`src/rtl/lane_sched_tx.sv`:
```
// Round-robin scheduler sharing one byte channel between four transmit lanes.
// Sends a comma training burst after reset or retrain, then grants one valid lane per cycle.
module lane_sched_tx #(
    parameter int unsigned N_TRAIN = 4,
    parameter logic [7:0]  COMMA   = 8'hBC,
    parameter logic [7:0]  IDLE    = 8'h7C
) (
    input  logic       clk_4f,
    input  logic       reset,
    input  logic       enable,
    input  logic       retrain,
    input  logic [3:0] valid_in,
    input  logic [7:0] data_in0,
    input  logic [7:0] data_in1,
    input  logic [7:0] data_in2,
    input  logic [7:0] data_in3,
    output logic [3:0] ready_out,
    output logic [7:0] data_out,
    output logic       valid_out,
    output logic [1:0] lane_out,
    output logic       active_out
);

    localparam int CNT_W = (N_TRAIN > 1) ? $clog2(N_TRAIN) : 1;
    localparam logic [CNT_W-1:0] CNT_LAST = CNT_W'(N_TRAIN - 1);

    typedef enum logic {
        TRAIN  = 1'b0,
        ACTIVE = 1'b1
    } state_t;

    state_t           state, state_nxt;
    logic [CNT_W-1:0] train_cnt, cnt_nxt;
    logic [1:0]       ptr, ptr_nxt;

    logic [7:0]       data_p1, data_nxt;
    logic             vld_p1, vld_nxt;
    logic [1:0]       lane_p1, lane_nxt;
    logic             act_p1, act_nxt;

    logic             grant_found;
    logic [1:0]       grant_lane;
    logic             grant_en;
    logic             xfer;
    logic [7:0]       lane_data;

    // Returns {found, lane}: first valid lane scanning start, start+1, ... mod 4.
    function automatic logic [2:0] pick_lane(input logic [3:0] vin, input logic [1:0] start);
        logic [2:0] r;
        logic [1:0] idx;
        r = 3'b000;
        for (int k = 3; k >= 0; k--) begin
            idx = start + 2'(k);
            if (vin[idx]) r = {1'b1, idx};
        end
        return r;
    endfunction

    // Stage p0: combinational grant and lane select
    always_comb begin
        {grant_found, grant_lane} = pick_lane(valid_in, ptr);
        grant_en  = (state == ACTIVE) && enable && !retrain && !reset;
        xfer      = grant_en && grant_found;
        ready_out = xfer ? (4'b0001 << grant_lane) : 4'b0000;
        unique case (grant_lane)
            2'd0:    lane_data = data_in0;
            2'd1:    lane_data = data_in1;
            2'd2:    lane_data = data_in2;
            default: lane_data = data_in3;
        endcase
    end

    always_comb begin
        state_nxt = state;
        cnt_nxt   = train_cnt;
        ptr_nxt   = ptr;
        data_nxt  = data_p1;
        vld_nxt   = vld_p1;
        lane_nxt  = lane_p1;
        act_nxt   = act_p1;
        if (retrain) begin
            state_nxt = TRAIN;
            cnt_nxt   = '0;
            act_nxt   = 1'b0;
            data_nxt  = COMMA;
            vld_nxt   = 1'b0;
        end else begin
            case (state)
                TRAIN: begin
                    data_nxt = COMMA;
                    vld_nxt  = 1'b0;
                    cnt_nxt  = train_cnt + CNT_W'(1);
                    if (train_cnt == CNT_LAST) begin
                        state_nxt = ACTIVE;
                        act_nxt   = 1'b1;
                        cnt_nxt   = '0;
                    end
                end
                ACTIVE: begin
                    if (xfer) begin
                        data_nxt = lane_data;
                        vld_nxt  = 1'b1;
                        lane_nxt = grant_lane;
                        ptr_nxt  = grant_lane + 2'd1;
                    end else begin
                        data_nxt = IDLE;
                        vld_nxt  = 1'b0;
                    end
                end
                default: state_nxt = TRAIN;
            endcase
        end
    end

    // Stage p1: registered state and serializer byte
    always_ff @(posedge clk_4f) begin
        if (reset) begin
            state     <= TRAIN;
            train_cnt <= '0;
            ptr       <= 2'd0;
            data_p1   <= 8'h00;
            vld_p1    <= 1'b0;
            lane_p1   <= 2'd0;
            act_p1    <= 1'b0;
        end else begin
            state     <= state_nxt;
            train_cnt <= cnt_nxt;
            ptr       <= ptr_nxt;
            data_p1   <= data_nxt;
            vld_p1    <= vld_nxt;
            lane_p1   <= lane_nxt;
            act_p1    <= act_nxt;
        end
    end

    assign data_out   = data_p1;
    assign valid_out  = vld_p1;
    assign lane_out   = lane_p1;
    assign active_out = act_p1;

endmodule

```
`config.mk`:
```
export PLATFORM = sky130hd
export DESIGN_NAME = lane_sched_tx
export DESIGN_NICKNAME = d
export VERILOG_FILES = /design/src/rtl/lane_sched_tx.sv
export SDC_FILE = /design/constraint.sdc
export NUM_CORES = 1
export LEC_CHECK = 0
export CAP_MARGIN = 20
export CELL_PAD_IN_SITES_DETAIL_PLACEMENT = 1
export CELL_PAD_IN_SITES_GLOBAL_PLACEMENT = 1
export CORE_UTILIZATION = 25
export CTS_CLUSTER_SIZE = 16
export DETAILED_ROUTE_END_ITERATION = 10
export GPL_ROUTABILITY_DRIVEN = 0
export PLACE_DENSITY_LB_ADDON = 0.05
export SLEW_MARGIN = 20
export SYNTH_ARGS = -nofsm -noshare
export SYNTH_HDL_FRONTEND = slang
export SYNTH_SLANG_ARGS = --single-unit
```
`constraint.sdc`:
```
create_clock -name clk_4f -period 2.3 [get_ports clk_4f]
set_input_delay 0.23 -clock clk_4f [delete_from_list [all_inputs] [get_ports clk_4f]]
set_output_delay 0.23 -clock clk_4f [all_outputs]
set_load 0.005 [all_outputs]
```
==> reports/metrics.cfg <==
[run_status]
status = finished clean

[hold_path]
holdPathEnd = lane_out[1]
hold_start = lane_out[1]
hold_depth = 2
min_path_type = reg2reg

[setup_path]
path_buf_inv = 6
start_kind = input port
crit_type = in2out
crit_path_top_delay_cell = clkdlybuf4s50_1
cp.arrival_ns = 1.99
crit_family = buffers and inverters
r2r-start = ptr[0]
worstRegToRegCells = 11
end_kind = output port
path_common_cell = buf_4
cp_max_fo = 3
slowest_delay_ns = 0.42
crit_required_ns = 2.07
crit_chain = clkdlybuf4s50_1 -> buf_4 -> o32ai_4 -> buf_6 -> buf_4 -> inv_1 -> ha_1 -> and2_1 -> dlygate4sd2_1
reg2reg_setup_slack_ns = 0.19
r2r_end = data_out[3]

[sta]
finalCritPeriodShare_pct = 96.5
tightest_slew_ns = 0.339
clock_skew_ns = 0.00397
hold_viol = 0
max-slew-margin-rel_pct = 77.4
hold_ws_ns = 0.508
min_period_ns = 2.22
setup_viol = 0
fmax_mhz = 451
slew_viol_final = 0
fin_ws_ns = 0.0812

[pwr]
p_leak_nw = 0.736
p_per_area_mw_per_mm2 = 379
peakVddDrop_mv = 0.136

[die]
dieArea_sq_mm = 0.00389
die_y_um = 62.4
die_w_um = 62.4
initial_core_util_pct = 26.7
ios = 56
coreArea_sq_mm = 0.00342
row_count = 21

[placed_design]
place_area_sq_mm = 0.00163
dp_hpwl_mm = 2.45
port_buffers = 55
post-place-ws_ns = -0.274
dpl.cell_count = 218

[synth]
syn_area_per_cell_sq_um = 8.76
ys_types = 27
synth_top_area_share_pct = 37.4
synth_area_leaders = dfxtp_1 (37%), ha_1 (8.2%), a222oi_1 (7.7%), a21oi_1 (5.5%), nor2_1 (4.9%)
ys_ff_latch = 17
syn_area_sq_um = 911
yosys_warnings = 0
synthCells = 104
yosysSeqAreaShare_pct = 37.4
yosys.area.top_type = dfxtp_1
syn_nets = 150

[clock_network]
cts_max_level = 1
cts.sinks = 17
cts_tree = yes
root_buffer = clkbuf_4
clk_pin_slew_worst_paths_ns = 0.10
numCtsBuffers = 3
worstSkewPairLatency_ns = 0.29
cts_buffer_depth = 2

[global_route]
grt_max_degree = 15
grt_pass1_vias = 1158
antenna_found_initial = 0
grtUsageTotal_pct = 17.1
grt_overflow_total = 0
grt_pass1_wl_mm = 5.30

[flow_run]
cap_violations = 0

[routing]
drc_errors = 0
vias = 1084
drtPass1Iterations = 4
antenna_left = 0
totalWireLength_mm = 3.12
drtIter0Drc = 68
via_per_inst = 4.78
avgRoutedWirePerCell_um = 13.7

[layout]
design_area_sq_mm = 0.00175
syn_to_final_growth_pct = 91.6
fin_nets = 228
drive_gt1_share_pct = 23.8
n_antenna_cell = 0
finalNonFillerCells = 227

==> per-stage QoR <==
stage / power (mW) / TNS [ns] / utilization [%]
3_5_place_dp: 0.494 / -2.73 / 47.8
5_1_grt: 0.709 / -0.00723 / 51.1
2_1_floorplan: 0.372 / 0 / -
3_3_place_gp: 0.491 / -2.24 / 47.8
6_report: 0.662 / 0 / 51.1
4_1_cts: 0.663 / 0 / 49.3
==> power breakdown <==
part | internal (mW) | total (mW) | switching (mW)
Clock | 0.0647 | 0.162 | 0.0970
Sequential | 0.300 | 0.302 | 0.00273
Combinational | 0.126 | 0.198 | 0.0719
==> worst register-to-register path: stages (launching register included) <==
cell and delay [ns]:
dfxtp_4 0.36, buf_4 0.12, nor2b_4 0.04, nor3_1 0.21
o22a_2 0.26, inv_2 0.07, ha_2 0.20, buf_4 0.16
a222oi_1 0.36, nand2_1 0.08, o21ai_0 0.08, a21oi_1 0.09
==> cells in the mapped netlist <==
master	number
a211oi_1	1
a211oi_2	1
a21boi_0	1
a21oi_1	10
a221oi_1	1
a222oi_1	7
a22oi_1	1
and2_1	4
buf_6	1
clkbuf_1	5
dfxtp_1	17
ha_1	6
inv_1	5
inv_4	1
mux2i_1	1
nand2_1	4
nand2b_1	3
nor2_1	12
nor2b_1	5
nor3_1	7
nor3b_1	1
o21ai_0	4
o22a_1	1
o22ai_1	2
o32ai_1	1
o41ai_4	1
or3_4	1
==> cell type report <==
cell class	count	area, sq um
Tap cell	46	57.6
Sequential cell	17	345
Timing Repair Buffer	79	733
Inverter	6	25.0
Multi-Input combinational cell	75	557
Clock buffer	3	22.5
Fill cell	434	1670
Clock inverter	1	5.00
==> placed cells by master (no fill, tap or decap), types with 4 or more instances in the layout <==
master,count
dlygate4sd2_1,6
and2_1,4
nor3_1,7
o21ai_0,4
inv_1,4
a222oi_1,7
a21oi_1,10
nor2_1,11
clkdlybuf4s50_1,48
buf_4,22
dfxtp_1,15
nand2_1,4
ha_1,4
==> routing by layer <==
layer	global-route usage (%)	vias up	share of wire (%)
met5	0	-	0
met4	6.10	0	1.3
met3	4.04	4	6.8
met2	30.2	49	52
met1	20.1	498	40
li1	-	533	-
==> state kept, by name, summed over array words and instances (netlist names) <==
name        cells
train_cnt       2
valid_out       1
active_out      1
data_out        8
state           1
lane_out        2
ptr             2
==> worst max-delay path by stage <==
stage                      from  depth (start not counted)      endpoint  slack, ns
floorplan           valid_in[2]                         10   data_out[5]       0.37
global placement    valid_in[2]                         11   data_out[3]      -0.23
detailed placement  valid_in[2]                         11   data_out[2]      -0.27
CTS                      ptr[0]                          9  ready_out[2]       0.01
global route             ptr[0]                          9  ready_out[3]     -0.007
finish              valid_in[3]                          9  ready_out[3]       0.08
==> what timing repair did <==
action | 4_1_cts | 5_1_grt
gates resized for setup | 12 | 12
buffers inserted | 3 | 2
hold buffers | 0 | 0
pin swaps | 1 | 1
setup endpoints to repair | 4 | 11
==> kinds of logic after synthesis <==
kind of cell	synth area share (%)
multiplexers	1.10
AND/OR/NAND/NOR	20.7
adder cells (fa/ha/maj)	8.24
buffers and inverters	6.04
AO/OA/AOI/OAI	26.5
flip-flops	37.4
Power figures use the tool's default switching activity.
